File: src/rtl/sync_fifo_flags.sv
// Single-clock FIFO with occupancy count, almost-full/almost-empty flags and error pulses.
// Define SYNC_FIFO_FWFT_EN for first-word-fall-through reads; default is a registered read.
module sync_fifo_flags #(
  parameter int DATA_WIDTH = 8,
  parameter int DEPTH      = 16,
  parameter int AF_THRESH  = DEPTH - 2,
  parameter int AE_THRESH  = 2
) (
  input  logic                        clk_i,
  input  logic                        rst_i,
  input  logic                        wr_en_i,
  input  logic [DATA_WIDTH-1:0]       din_i,
  input  logic                        rd_en_i,
  output logic [DATA_WIDTH-1:0]       dout_o,
  output logic                        rd_valid_o,
  output logic                        full_o,
  output logic                        empty_o,
  output logic                        almost_full_o,
  output logic                        almost_empty_o,
  output logic [$clog2(DEPTH):0]      count_o,
  output logic                        overflow_o,
  output logic                        underflow_o
);

  localparam int AW = $clog2(DEPTH);
  localparam logic [AW:0] DEPTH_C = (AW+1)'(DEPTH);
  localparam logic [AW:0] AF_C    = (AW+1)'(AF_THRESH);
  localparam logic [AW:0] AE_C    = (AW+1)'(AE_THRESH);

  logic [DATA_WIDTH-1:0] mem [DEPTH];

  logic [AW-1:0] wr_ptr_q, wr_ptr_d;
  logic [AW-1:0] rd_ptr_q, rd_ptr_d;
  logic [AW:0]   count_q, count_d;
  logic          full_q, full_d;
  logic          empty_q, empty_d;
  logic          afull_q, afull_d;
  logic          aempty_q, aempty_d;
  logic          ovf_q, ovf_d;
  logic          udf_q, udf_d;
  logic          wr_ok, rd_ok;

  // Acceptance is gated by this cycle's flags, so a concurrent pop never frees room for a push.
  assign wr_ok = wr_en_i && !full_q;
  assign rd_ok = rd_en_i && !empty_q;

  always_comb begin
    wr_ptr_d = wr_ptr_q;
    rd_ptr_d = rd_ptr_q;
    count_d  = count_q;
    if (wr_ok) wr_ptr_d = wr_ptr_q + 1'b1;
    if (rd_ok) rd_ptr_d = rd_ptr_q + 1'b1;
    if (wr_ok && !rd_ok)      count_d = count_q + 1'b1;
    else if (rd_ok && !wr_ok) count_d = count_q - 1'b1;
    full_d   = (count_d == DEPTH_C);
    empty_d  = (count_d == '0);
    afull_d  = (count_d >= AF_C);
    aempty_d = (count_d <= AE_C);
    ovf_d    = wr_en_i && full_q;
    udf_d    = rd_en_i && empty_q;
  end

  always_ff @(posedge clk_i or posedge rst_i) begin
    if (rst_i) begin
      wr_ptr_q <= '0;
      rd_ptr_q <= '0;
      count_q  <= '0;
      full_q   <= 1'b0;
      empty_q  <= 1'b1;
      afull_q  <= 1'b0;
      aempty_q <= 1'b1;
      ovf_q    <= 1'b0;
      udf_q    <= 1'b0;
    end else begin
      wr_ptr_q <= wr_ptr_d;
      rd_ptr_q <= rd_ptr_d;
      count_q  <= count_d;
      full_q   <= full_d;
      empty_q  <= empty_d;
      afull_q  <= afull_d;
      aempty_q <= aempty_d;
      ovf_q    <= ovf_d;
      udf_q    <= udf_d;
    end
  end

  // Storage array is deliberately left unreset.
  always_ff @(posedge clk_i) begin
    if (wr_ok) mem[wr_ptr_q] <= din_i;
  end

`ifdef SYNC_FIFO_FWFT_EN
  assign dout_o     = mem[rd_ptr_q];
  assign rd_valid_o = !empty_q;
`else
  logic [DATA_WIDTH-1:0] dout_q, dout_d;
  logic                  rd_valid_q, rd_valid_d;

  always_comb begin
    dout_d     = dout_q;
    rd_valid_d = 1'b0;
    if (rd_ok) begin
      dout_d     = mem[rd_ptr_q];
      rd_valid_d = 1'b1;
    end
  end

  always_ff @(posedge clk_i or posedge rst_i) begin
    if (rst_i) begin
      dout_q     <= '0;
      rd_valid_q <= 1'b0;
    end else begin
      dout_q     <= dout_d;
      rd_valid_q <= rd_valid_d;
    end
  end

  assign dout_o     = dout_q;
  assign rd_valid_o = rd_valid_q;
`endif

  assign full_o         = full_q;
  assign empty_o        = empty_q;
  assign almost_full_o  = afull_q;
  assign almost_empty_o = aempty_q;
  assign count_o        = count_q;
  assign overflow_o     = ovf_q;
  assign underflow_o    = udf_q;

endmodule

File: config.mk
export PLATFORM = sky130hd
export DESIGN_NAME = sync_fifo_flags
export DESIGN_NICKNAME = d
export VERILOG_FILES = /design/src/rtl/sync_fifo_flags.sv
export SDC_FILE = /design/constraint.sdc
export NUM_CORES = 1
export LEC_CHECK = 0
export ABC_CLOCK_PERIOD_IN_PS = 2480
export CORE_ASPECT_RATIO = 1.5
export CORE_MARGIN = 1.5
export CORE_UTILIZATION = 55
export DETAILED_ROUTE_END_ITERATION = 16
export GPL_TIMING_DRIVEN = 0
export PLACE_DENSITY = 0.74
export SYNTH_ARGS = -nofsm -noshare
export SYNTH_HDL_FRONTEND = slang
export SYNTH_SLANG_ARGS = --single-unit
File: constraint.sdc
create_clock -name clk_i -period 2.48 [get_ports clk_i]
set_input_delay 0.372 -clock clk_i [delete_from_list [all_inputs] [get_ports clk_i]]
set_output_delay 0.372 -clock clk_i [all_outputs]
set_load 0.01 [all_outputs]
Yosys cells after proc, flatten, opt, wreduce, memory -nomap -nowiden
Memory sizes are Yosys's and may differ from the RTL's. A register that Yosys moved wholly into a read port is not among the register bits.
Cells that the tools add are included.
- memories kept: 1
- flip-flop bits (word level): 20
- RAM bits: 128
- output and inout port bits: 20
- equality and inequality tests: 1
- $add $sub $neg: 4
- reductions and logical operators: 11
- muxes and demuxes: 5
- $lt $le $gt $ge: 2
- memory list (memory ; words ; width ; read ports ; clocked after Yosys merged registers in ; wr ports ; line ; RTL):
    mem ; 16 ; 8 ; 1 ; 1 ; 1 ; 30 ; logic [DATA_WIDTH-1:0] mem [DEPTH];
- operators with widths (kind ; count):
    5-bit 2-to-1 mux ; 2
    4-bit by 1-bit adder with 4-bit output, second input constant ; 2
    1-bit logical AND ; 6
    5-bit by 1-bit adder with 5-bit output, second input constant ; 1
    5-bit == test, second input constant ; 1
    5-bit by 4-bit greater-or-equal comparator with 1-bit output, second input constant ; 1
    5-bit by 2-bit less-or-equal comparator with 1-bit output, second input constant ; 1
    5-bit zero test ; 1
    5-bit by 1-bit subtractor with 5-bit output, second input constant ; 1
    1-bit zero test ; 4
    1-bit 2-to-1 mux ; 3

Logic depth before layout (Yosys ltp)
Gate-level depths: netlist of the first run.
- depth after elaboration: 7
- depth in mapped cells: 7
- gate-level depth less buffers: 7

Worst setup path before layout of the first run
No wires, ideal clock.
- path kind: reg-to-reg
- start: register rd_ptr_q[1]
- end: register dout_q[6] (netlist: dout_o[6]), read port of mem
- cell stages (with the launch flop): 8
- path buffers: 2
- library setup time: 0.133 ns
- slack: 0.716 ns
- period minus slack after synthesis: 1.764 ns
- data arrival time: 1.631 ns
- required time: 2.347 ns
- cell sequence: dfrtp_1 > buf_6 > buf_2 > mux4_2 > mux2i_1 > nor2_1 > a21oi_1 > o21ai_1
- RTL lines (element ; line ; RTL):
    from (decl) ; 33 ; logic [AW-1:0] rd_ptr_q, rd_ptr_d;
    from (signal assigned) ; 76 ; rd_ptr_q <= rd_ptr_d;
    to (decl) ; 96 ; logic [DATA_WIDTH-1:0] dout_q, dout_d;

==> run metrics, run 1 <==
number of I/O port buffers=31; Tcrit/Tclk final=94.1%; clock tree from TritonCTS=done; remaining antenna violation count=0; Cell Pwr Density=1180 nW/um2; routed wirelength normalized by instance count=21.0 um; number of max-cap violations=0; slowest cell on the critical path=clkbuf_1; status=completed; setup repair bufs after CTS=0; share of the synthesized area in the top cell type=61.6%; clock transition at the register clock pins on the worst setup and hold paths after CTS=0.06 ns; top cells by area in the synthesized netlist=edfxtp_1 62%, dfrtp_1 10%, mux4_2 7.9%; syn_area_per_cell=18.7 um2; final-layout fill cell count=778; all-layer global routing usage=21.3%; Post-route DRC=0; post_cts resized=0; total clock buffers created by CTS=17; utilization after layout=66.7%; floorplan core area=11,100 um2; vias in the first global route=3,298; worst vdd ir=0.000761 V; half-perimeter wire length after placement=7640 um; number of primary I/O pins=32; die outline area=12,000 um2; nature of the critical path endpoint=flop; Fmax=429 MHz; antenna diode instance count=0; setup repair after global routing missed its margin=no; area used by multi-input combinational logic=1580 um2; height of the die=133 um; Crit path buffers/inverters=2; kind of cell with the highest combined delay on the critical path=buffers and inverters; met1 usage=26.5%; area leader, netlist=edfxtp_1; overflow left after global routing=0; clock buffer depth=2; launching element type of the critical path=flop; worst-case headroom to the max-slew limit=24.8%; number of vias per cell=5.74; layer with the highest usage after global routing=met2; post-synthesis sequential area ratio=72.8%; most common flop cell mapped by yosys=edfxtp_1; DR pass1 iterations=5; wire length of the first global-routing pass=18,500 um; Cell Chain, Critical Path=clkbuf_1, clkbuf_1, mux4_2, mux2i_1, nor2_1, a21oi_1, o21ai_1; pin count of the biggest net entering global routing=29; htree depth=4; post-synthesis cell area=6240 um2; Slew @ Worst Pin=1.13 ns; minimum hold slack=0.485 ns; final clock skew=0.00877 ns; hold violation count in the final report=0; number of enable-type register cells in the synthesized netlist=128; max-slew violation count=0; width of the die=90.0 um; fin nets=403; number of nets in the synthesized netlist=353; Setup Crit Path Kind=flop to flop; Routed Wire Length=11,400 um; Max Fanout on Critical Path=10; number of hold buffers added after CTS=0; DRT iter0 DRCs=304; Async SR Flop Fraction=17.9%; register cell area after layout=4550 um2; Tmin final=2.33 ns; share of post-route cells with drive strength above 1=17.4%; initial core utilization=56.5%; RD Place Congestion=0.782; clock tree root driver cell=clkbuf_16; cell repeated most along the worst path=clkbuf_1; Critical Path RT=2.77 ns; vias after detailed routing=3,125; clock insertion delay at the later pin of the skew report=0.41 ns; global routing met3 resource utilization=4.45%; num rows=47; final sum of negative setup slack=0 ns; Sink Count=156; Seq cells post-synth=156; number of failing setup endpoints in the final timing report=0; P&R area growth vs syn=18.2%; stage delay of the slowest cell on the critical path=0.54 ns; met2 usage in global routing=37.1%; Hold/Removal Path Class=flop to flop; CP Data Arrival Time=2.62 ns; antenna violations before repair=0; Warnings, synthesis=0; Static Leak=2.59 nW; post-synthesis cell type count=38; synthesized instance count=334
==> placed cells by master, fill, tap and decap left out, types with 4 or more instances in the layout <==
cell and count:
mux4_1 10, mux2i_1 10, nand2_1 18, and2_1 18, mux4_2 22, nand3_1 4
clkbuf_1 11, xnor2_1 8, ha_1 7, edfxtp_1 128, buf_2 6, inv_1 6
o21ai_0 6, mux2_2 6, clkbuf_16 23, o21ai_1 6, dfrtp_1 26, a21oi_1 9
clkdlybuf4s50_1 31, nor2_1 10
==> worst register-to-register path: cells and delay by family, from the launching register on <==
| kind | cells | cell delay (ns) |
|---|---|---|
| multiplexers | 2 | 0.66 |
| buffers and inverters | 2 | 0.83 |
| AND/OR/NAND/NOR | 1 | 0.07 |
| AO/OA/AOI/OAI | 2 | 0.31 |
| flip-flops | 1 | 0.33 |
==> flip-flops by register name, indices dropped and copies added, names as in the netlist <==
register,cells
rd_valid_o,1
dout_o,8
overflow_o,1
underflow_o,1
rd_ptr_q,4
full_o,1
count_o,5
empty_o,1
almost_empty_o,1
wr_ptr_q,4
almost_full_o,1
mem,128
==> final cells by class <==
class,instances,share of cell area [%]
tap,147,2.49
timing repair buffer,31,4.21
multi-input combinational,156,21.4
clock inverter,1,0.0678
clock buffer,31,8.62
sequential,156,61.6
buffer,15,1.19
inverter,7,0.356
==> through the flow <==
step / std cells / cell area (um2) / worst slack, ns / total power, mW
after floorplan: 334 / 6240 / 0.716 / 5.24
after global placement: 512 / 6740 / 0.165 / 6.04
after detailed placement: 512 / 6740 / 0.136 / 6.11
after CTS: 544 / 7380 / 0.121 / 8.76
after global routing: 544 / 7380 / 0.0810 / 9.12
final: 544 / 7380 / 0.147 / 8.69
==> routing by layer <==
metal,share of wire [%],up-vias
li1,-,1417
met1,39,1585
met2,55,107
met3,4.9,16
met4,1.7,0
met5,0,-
==> synth_stat cells (2+ instances only) <==
master	instances
edfxtp_1	128
clkbuf_1	6
xnor2_1	8
buf_2	6
o21ai_1	6
mux2i_1	10
nand4_1	2
ha_1	7
mux4_2	22
dfstp_2	2
mux2_2	6
dfrtp_1	26
and2_1	18
inv_1	6
xor2_1	2
a21oi_1	9
nor2_1	10
nor3_1	3
nor4_1	3
o21ai_0	6
o22ai_1	2
mux4_1	10
nand3_1	4
nand2_1	18
==> cell families (layout without fill, tap and decap cells) <==
family,Yosys count,after routing,share of synthesized area (%)
muxes,48,48,14.8
DFF,156,156,72.8
AOI/OAI and AO/OA,26,26,2.39
buffers and inverters,22,85,1.82
adders and majority gates,7,7,1.40
and+or+nand+nor,65,65,5.31
xor gates and xnor gates,10,10,1.40
==> final timing paths <==
kind / slack [ns] / from / endpoint / cells after the start
setup / recovery: 0.15 / rd_ptr_q[2]$_DFFE_PP0P_ / dout_o[6]$_DFFE_PP0P_ / 7
hold / removal: 0.48 / dout_o[0]$_DFFE_PP0P_ / dout_o[0]$_DFFE_PP0P_ / 2
setup reg to reg: 0.15 / rd_ptr_q[2]$_DFFE_PP0P_ / dout_o[6]$_DFFE_PP0P_ / 7
hold reg to reg: 0.48 / dout_o[0]$_DFFE_PP0P_ / dout_o[0]$_DFFE_PP0P_ / 2
max in group asynchronous: 1.25 / rst_i / underflow_o$_DFF_PP0_ / 2
min in group asynchronous: 0.55 / rst_i / rd_ptr_q[1]$_DFFE_PP0P_ / 2
==> power breakdown <==
part	switching, mW	internal [mW]	leakage (nW)	total [mW]
Clock	0.931	1.72	0.315	2.66
Sequential	0.202	3.27	1.50	3.47
Combinational	1.32	1.24	0.780	2.56
No activity file was read; power rests on OpenSTA's default activity.
==> run 2, diff against run 1 <==
--- a/config.mk
+++ b/config.mk
@@ -5,9 +5,8 @@
 export SDC_FILE = /design/constraint.sdc
 export NUM_CORES = 1
 export LEC_CHECK = 0
-export ABC_CLOCK_PERIOD_IN_PS = 2480
+export ABC_CLOCK_PERIOD_IN_PS = 2830
 export CORE_ASPECT_RATIO = 1.5
-export CORE_MARGIN = 1.5
 export CORE_UTILIZATION = 55
 export DETAILED_ROUTE_END_ITERATION = 16
 export GPL_TIMING_DRIVEN = 0
==> constraint.sdc (replaced) <==
create_clock -name clk_i -period 2.83 [get_ports clk_i]
set_input_delay 0.4245 -clock clk_i [delete_from_list [all_inputs] [get_ports clk_i]]
set_output_delay 0.4245 -clock clk_i [all_outputs]
set_load 0.01 [all_outputs]
==> run metrics, run 2 (synthesized netlist as in run 1, its figures left out) <==
status=completed; register name with the most flops=mem; overflow left after global routing=0 (unchanged); most frequent cells in the layout=128 x edfxtp_1, 31 x clkdlybuf4s50_1, 26 x dfrtp_1; cell repeated most along the worst path=clkbuf_1; setup repair after global routing missed its margin=no; hold worst-path end=dout_o[2]$_DFFE_PP0P_; final-layout fill cell count=796 (+2.3%); Cell Pwr Density=1030 nW/um2 (-13%); clock buffer depth=2 (unchanged); hold violation count in the final report=0 (unchanged); Sink Count=156 (unchanged); P&R area growth vs syn=17.3%; worst-case headroom to the max-slew limit=26.0% (+1.2 points); final std cells w/o fill=544 (unchanged); register cell area after layout=4550 um2 (unchanged); final clock skew=0.00736 ns (-0.00141 ns); number of hold buffers added after CTS=0 (unchanged); DR pass1 iterations=5 (unchanged); half-perimeter wire length after placement=7690 um (+0.67%); nature of the critical path endpoint=flop; Crit Reg-Reg Endpoint=dout_o[0]$_DFFE_PP0P_; antenna violations before repair=0 (unchanged); number of failing setup endpoints in the final timing report=0 (unchanged); Routed Wire Length=11,600 um (+1.3%); clock tree root driver cell=clkbuf_16; initial core utilization=56.5% (unchanged); Worst Hold Path Cells=2 (unchanged); num rows=47 (unchanged); clock insertion delay at the later pin of the skew report=0.42 ns (about the same); final sum of negative setup slack=0 ns (unchanged); fin nets=403 (unchanged); Fmax=430 MHz (+0.22%); CP Data Arrival Time=2.63 ns (about the same); clock tree from TritonCTS=done; Static Leak=2.55 nW (-1.6%); minimum setup slack among reg-to-reg paths=0.50 ns (+0.36 ns); routed wirelength normalized by instance count=21.2 um (+1.3%); vias in the first global route=3,286 (-0.36%); Cell Chain, Critical Path=clkbuf_1, clkbuf_1, mux4_2, mux2i_1, nor2_1, a21oi_1, o21ai_1; Post-route DRC=0 (unchanged); setup repair bufs after CTS=0 (unchanged); number of max-cap violations=0 (unchanged); floorplan core area=11,100 um2 (unchanged); max reg flops=128 (unchanged); all-layer global routing usage=22.6% (+1.3 points); Tmin final=2.33 ns (-0.00513 ns); DRT iter0 DRCs=223 (-27%); utilization after layout=66.2% (-0.52 points); Setup Crit Path Kind=flop to flop; placed cells=512 (unchanged); Critical Path RT=3.14 ns (+0.37 ns); number of primary I/O pins=32 (unchanged); remaining antenna violation count=0 (unchanged); reg-to-reg startpoint=rd_ptr_q[2]$_DFFE_PP0P_; antenna diode instance count=0 (unchanged); post_cts resized=0 (unchanged); width of the die=89.0 um (-1.1%); vias after detailed routing=3,130 (+0.16%); total clock buffers created by CTS=17 (unchanged); worst vdd ir=0.000654 V (-14%); most common cell after layout, fill and taps aside=edfxtp_1; RD Place Congestion=0.773 (-1.2%); Hold/Removal Path Class=flop to flop; Slew @ Worst Pin=1.11 ns (-0.0179 ns); Tcrit/Tclk final=82.3% (-12 points); htree depth=4 (unchanged); launching element type of the critical path=flop; height of the die=132 um (-0.75%); number of I/O port buffers=31 (unchanged); kind of cell with the highest combined delay on the critical path=buffers and inverters; logic depth of the worst register-to-register path=7 (unchanged); number of vias per cell=5.75 (+0.16%); start point of the worst hold path=dout_o[2]$_DFFE_PP0P_; Crit path buffers/inverters=2 (unchanged); clock transition at the register clock pins on the worst setup and hold paths after CTS=0.06 ns (about the same); max-slew violation count=0 (unchanged); pin count of the biggest net entering global routing=29 (unchanged); die outline area=11,800 um2 (-1.9%); slowest cell on the critical path=clkbuf_1; stage delay of the slowest cell on the critical path=0.55 ns (about the same); Max Fanout on Critical Path=10 (unchanged); wire length of the first global-routing pass=18,500 um (+0.15%); share of post-route cells with drive strength above 1=17.1% (-0.25 points); area used by multi-input combinational logic=1580 um2 (unchanged)
-- run 2: changes by cell type in the layout (fill, tap and decap cells not counted) --
cell,before,now
clkinv_1,1,5
clkbuf_8,3,0
clkbuf_16,23,17
clkinvlp_4,0,3
bufinv_16,0,3
clkinv_4,0,2
clkbuf_1,11,8
-- run 2: worst reg2reg max path: stages (launching register included) --
cell and delay (ns):
dfrtp_1 0.32, clkbuf_1 0.34, clkbuf_1 0.55, mux4_2 0.43
mux2i_1 0.24, nor2_1 0.06, a21oi_1 0.19, o21ai_1 0.08
-- run 2: layout make-up --
| type | count | share of cell area (%) |
|---|---|---|
| Tap cell | 147 | 2.51 |
| Clock inverter | 13 | 2.05 |
| Sequential cell | 156 | 62.1 |
| Buffer | 15 | 1.20 |
| Clock buffer | 19 | 5.91 |
| Multi-Input combinational cell | 156 | 21.6 |
| Inverter | 7 | 0.359 |
| Timing Repair Buffer | 31 | 4.24 |
-- run 2: how the worst max path moves through the flow --
stage                                       start                       end  slack [ns]  depth (start not counted)
after global placement                    rd_en_i  almost_empty_o$_DFF_PP1_        0.48                          8
after floorplan           rd_ptr_q[1]$_DFFE_PP0P_     dout_o[6]$_DFFE_PP0P_        1.07                          7
after detailed placement                  wr_en_i       mem[4][0]$_DFFE_PP_        0.43                          6
after global routing      rd_ptr_q[2]$_DFFE_PP0P_     dout_o[6]$_DFFE_PP0P_        0.41                          7
after CTS                 rd_ptr_q[2]$_DFFE_PP0P_     dout_o[0]$_DFFE_PP0P_        0.52                          7
final                     rd_ptr_q[2]$_DFFE_PP0P_     dout_o[0]$_DFFE_PP0P_        0.50                          7
-- run 2: power breakdown --
part	total, mW	internal [mW]	switching (mW)
Combinational	2.26	1.09	1.17
Clock	2.23	1.37	0.853
Sequential	3.04	2.87	0.177
Total	7.53	5.33	2.20
-- run 2: metal layers --
| metal | track usage [%] | vias to the layer above | part of all wire (%) |
|---|---|---|---|
| met5 | 0 | - | 0 |
| met4 | 9.88 | 0 | 2.7 |
| met3 | 4.80 | 22 | 4.4 |
| met2 | 37.4 | 94 | 54 |
| met1 | 28.7 | 1594 | 39 |
| li1 | - | 1420 | - |
-- run 2: per-stage QoR --
stage | hold WS [ns] | cell area [um2] | setup slack [ns] | power, mW
floorplan | 0.488 | 6240 | 1.07 | 4.59
finish | 0.480 | 7320 | 0.502 | 7.53
CTS | 0.490 | 7320 | 0.521 | 7.58
global placement | 0.471 | 6740 | 0.483 | 5.29
global route | 0.510 | 7320 | 0.409 | 7.86
detailed placement | 0.477 | 6740 | 0.427 | 5.36
==> run 3, diff against run 2 <==
--- a/config.mk
+++ b/config.mk
@@ -5,7 +5,7 @@
 export SDC_FILE = /design/constraint.sdc
 export NUM_CORES = 1
 export LEC_CHECK = 0
-export ABC_CLOCK_PERIOD_IN_PS = 2830
+export ABC_CLOCK_PERIOD_IN_PS = 2360
 export CORE_ASPECT_RATIO = 1.5
 export CORE_UTILIZATION = 55
 export DETAILED_ROUTE_END_ITERATION = 16
==> constraint.sdc (replaced) <==
create_clock -name clk_i -period 2.36 [get_ports clk_i]
set_input_delay 0.354 -clock clk_i [delete_from_list [all_inputs] [get_ports clk_i]]
set_output_delay 0.354 -clock clk_i [all_outputs]
set_load 0.01 [all_outputs]
==> run metrics, run 3 (synthesized netlist as in run 1, its figures left out) <==
Cell Chain, Critical Path=clkbuf_1, buf_2, mux2i_1, nor2_1, a21oi_1, o21ai_1; reg-to-reg startpoint=rd_ptr_q[0]$_DFFE_PP0P_; worst vdd ir=0.000784 V (+20%); floorplan core area=11,100 um2 (unchanged); register name with the most flops=mem; clock insertion delay at the later pin of the skew report=0.42 ns (about the same); number of hold buffers added after CTS=0 (unchanged); clock transition at the register clock pins on the worst setup and hold paths after CTS=0.06 ns (about the same); overflow left after global routing=0 (unchanged); placed cells=512 (unchanged); Static Leak=2.55 nW (+0.24%); DRT iter0 DRCs=232 (+4.0%); pin count of the biggest net entering global routing=29 (unchanged); final sum of negative setup slack=0 ns (unchanged); Crit path buffers/inverters=2 (unchanged); htree depth=4 (unchanged); fin nets=403 (unchanged); DR pass1 iterations=5 (unchanged); number of primary I/O pins=32 (unchanged); clock tree root driver cell=clkbuf_16; overall power consumption=9.03 mW (+20%); final std cells w/o fill=544 (unchanged); Hold/Removal Path Class=flop to flop; num rows=47 (unchanged); Setup Crit Path Kind=flop to flop; Tcrit/Tclk final=92.7% (+10 points); share of post-route cells with drive strength above 1=17.6% (+0.50 points); all-layer global routing usage=22.6% (unchanged); kind of cell with the highest combined delay on the critical path=buffers and inverters; antenna violations before repair=0 (unchanged); pre-CTS setup slack=0.0272 ns (-0.400 ns); Max Fanout on Critical Path=10 (unchanged); remaining antenna violation count=0 (unchanged); status=completed; Sink Count=156 (unchanged); max reg flops=128 (unchanged); number of max-cap violations=0 (unchanged); post_cts resized=0 (unchanged); vias in the first global route=3,286 (unchanged); nature of the critical path endpoint=flop; Routed Wire Length=11,600 um (about the same); die outline area=11,800 um2 (unchanged); P&R area growth vs syn=17.3% (about the same); vias after detailed routing=3,137 (+0.22%); clock tree from TritonCTS=done; antenna diode instance count=0 (unchanged); start point of the worst hold path=dout_o[2]$_DFFE_PP0P_; crit path launch=rd_ptr_q[0]$_DFFE_PP0P_; most frequent cells in the layout=128 x edfxtp_1, 31 x clkdlybuf4s50_1, 26 x dfrtp_1; initial core utilization=56.5% (unchanged); final setup margin=0.171 ns (-0.330 ns); launching element type of the critical path=flop; number of I/O port buffers=31 (unchanged); Critical Path RT=2.65 ns (-0.49 ns); hold violation count in the final report=0 (unchanged); wire length of the first global-routing pass=18,500 um (unchanged); most common cell after layout, fill and taps aside=edfxtp_1; total clock buffers created by CTS=17 (unchanged); Post-route DRC=0 (unchanged); setup repair after global routing missed its margin=no; setup repair bufs after CTS=0 (unchanged); routed wirelength normalized by instance count=21.2 um (about the same); Tmin final=2.19 ns (-0.140 ns); Cell Pwr Density=1230 nW/um2 (+20%); Fmax=457 MHz (+6.4%); final clock skew=0.00691 ns (-0.000448 ns); CP Data Arrival Time=2.48 ns (-0.15 ns); RD Place Congestion=0.773 (unchanged); minimum hold slack=0.480 ns (-0.00000200 ns); number of vias per cell=5.77 (+0.22%); height of the die=132 um (unchanged); stage delay of the slowest cell on the critical path=0.57 ns (+0.02 ns); Slew @ Worst Pin=1.11 ns (-0.00116 ns); number of failing setup endpoints in the final timing report=0 (unchanged); clock buffer depth=2 (unchanged); half-perimeter wire length after placement=7690 um (unchanged); max-slew violation count=0 (unchanged); slowest cell on the critical path=clkbuf_1; width of the die=89.0 um (unchanged); worst-case headroom to the max-slew limit=26.1% (+0.078 points)
-- run 3: worst reg2reg max path, delay by kind of cell (launching register included) --
family	cells	cell delay [ns]
buffers and inverters	2	1.03
multiplexers	1	0.29
AND/OR/NAND/NOR	1	0.06
flip-flops	1	0.35
AO/OA/AOI/OAI	2	0.32
-- run 3: layer usage --
layer / up-vias / track usage [%] / part of all wire, %
li1: 1421 / - / -
met1: 1593 / 28.7 / 39
met2: 101 / 37.4 / 54
met3: 22 / 4.80 / 4.6
met4: 0 / 9.88 / 2.7
met5: - / 0 / 0
-- run 3: final timing paths --
kind                       depth (start not counted)  slack [ns]                 endpoint
max in group asynchronous                          2        1.17  wr_ptr_q[3]$_DFFE_PP0P_
setup reg to reg                                   6        0.17    dout_o[6]$_DFFE_PP0P_
setup / recovery                                   6        0.17    dout_o[6]$_DFFE_PP0P_
hold / removal                                     2        0.48    dout_o[2]$_DFFE_PP0P_
hold reg to reg                                    2        0.48    dout_o[2]$_DFFE_PP0P_
min in group asynchronous                          2        0.51    dout_o[5]$_DFFE_PP0P_
-- run 3: layout make-up --
cell class	count	area, um2
Timing Repair Buffer	31	310
Clock inverter	13	150
Buffer	15	90.1
Tap cell	147	184
Inverter	7	26.3
Clock buffer	19	433
Multi-Input combinational cell	156	1580
Sequential cell	156	4550
Fill cell	796	3730
-- run 3: power breakdown --
part           internal [mW]  leakage [nW]  total (mW)  switching [mW]
clock                   1.65         0.273        2.67            1.02
combinational           1.31         0.786        2.72            1.41
sequential              3.44          1.50        3.65           0.212
total                   6.39          2.55        9.03            2.64
-- run 3: metrics by stage --
stage                     utilization, %  cell area, um2
after floorplan                        -            6240
after global placement              60.9            6740
after detailed placement            60.9            6740
after CTS                           66.2            7320
after global routing                66.2            7320
final                               66.2            7320
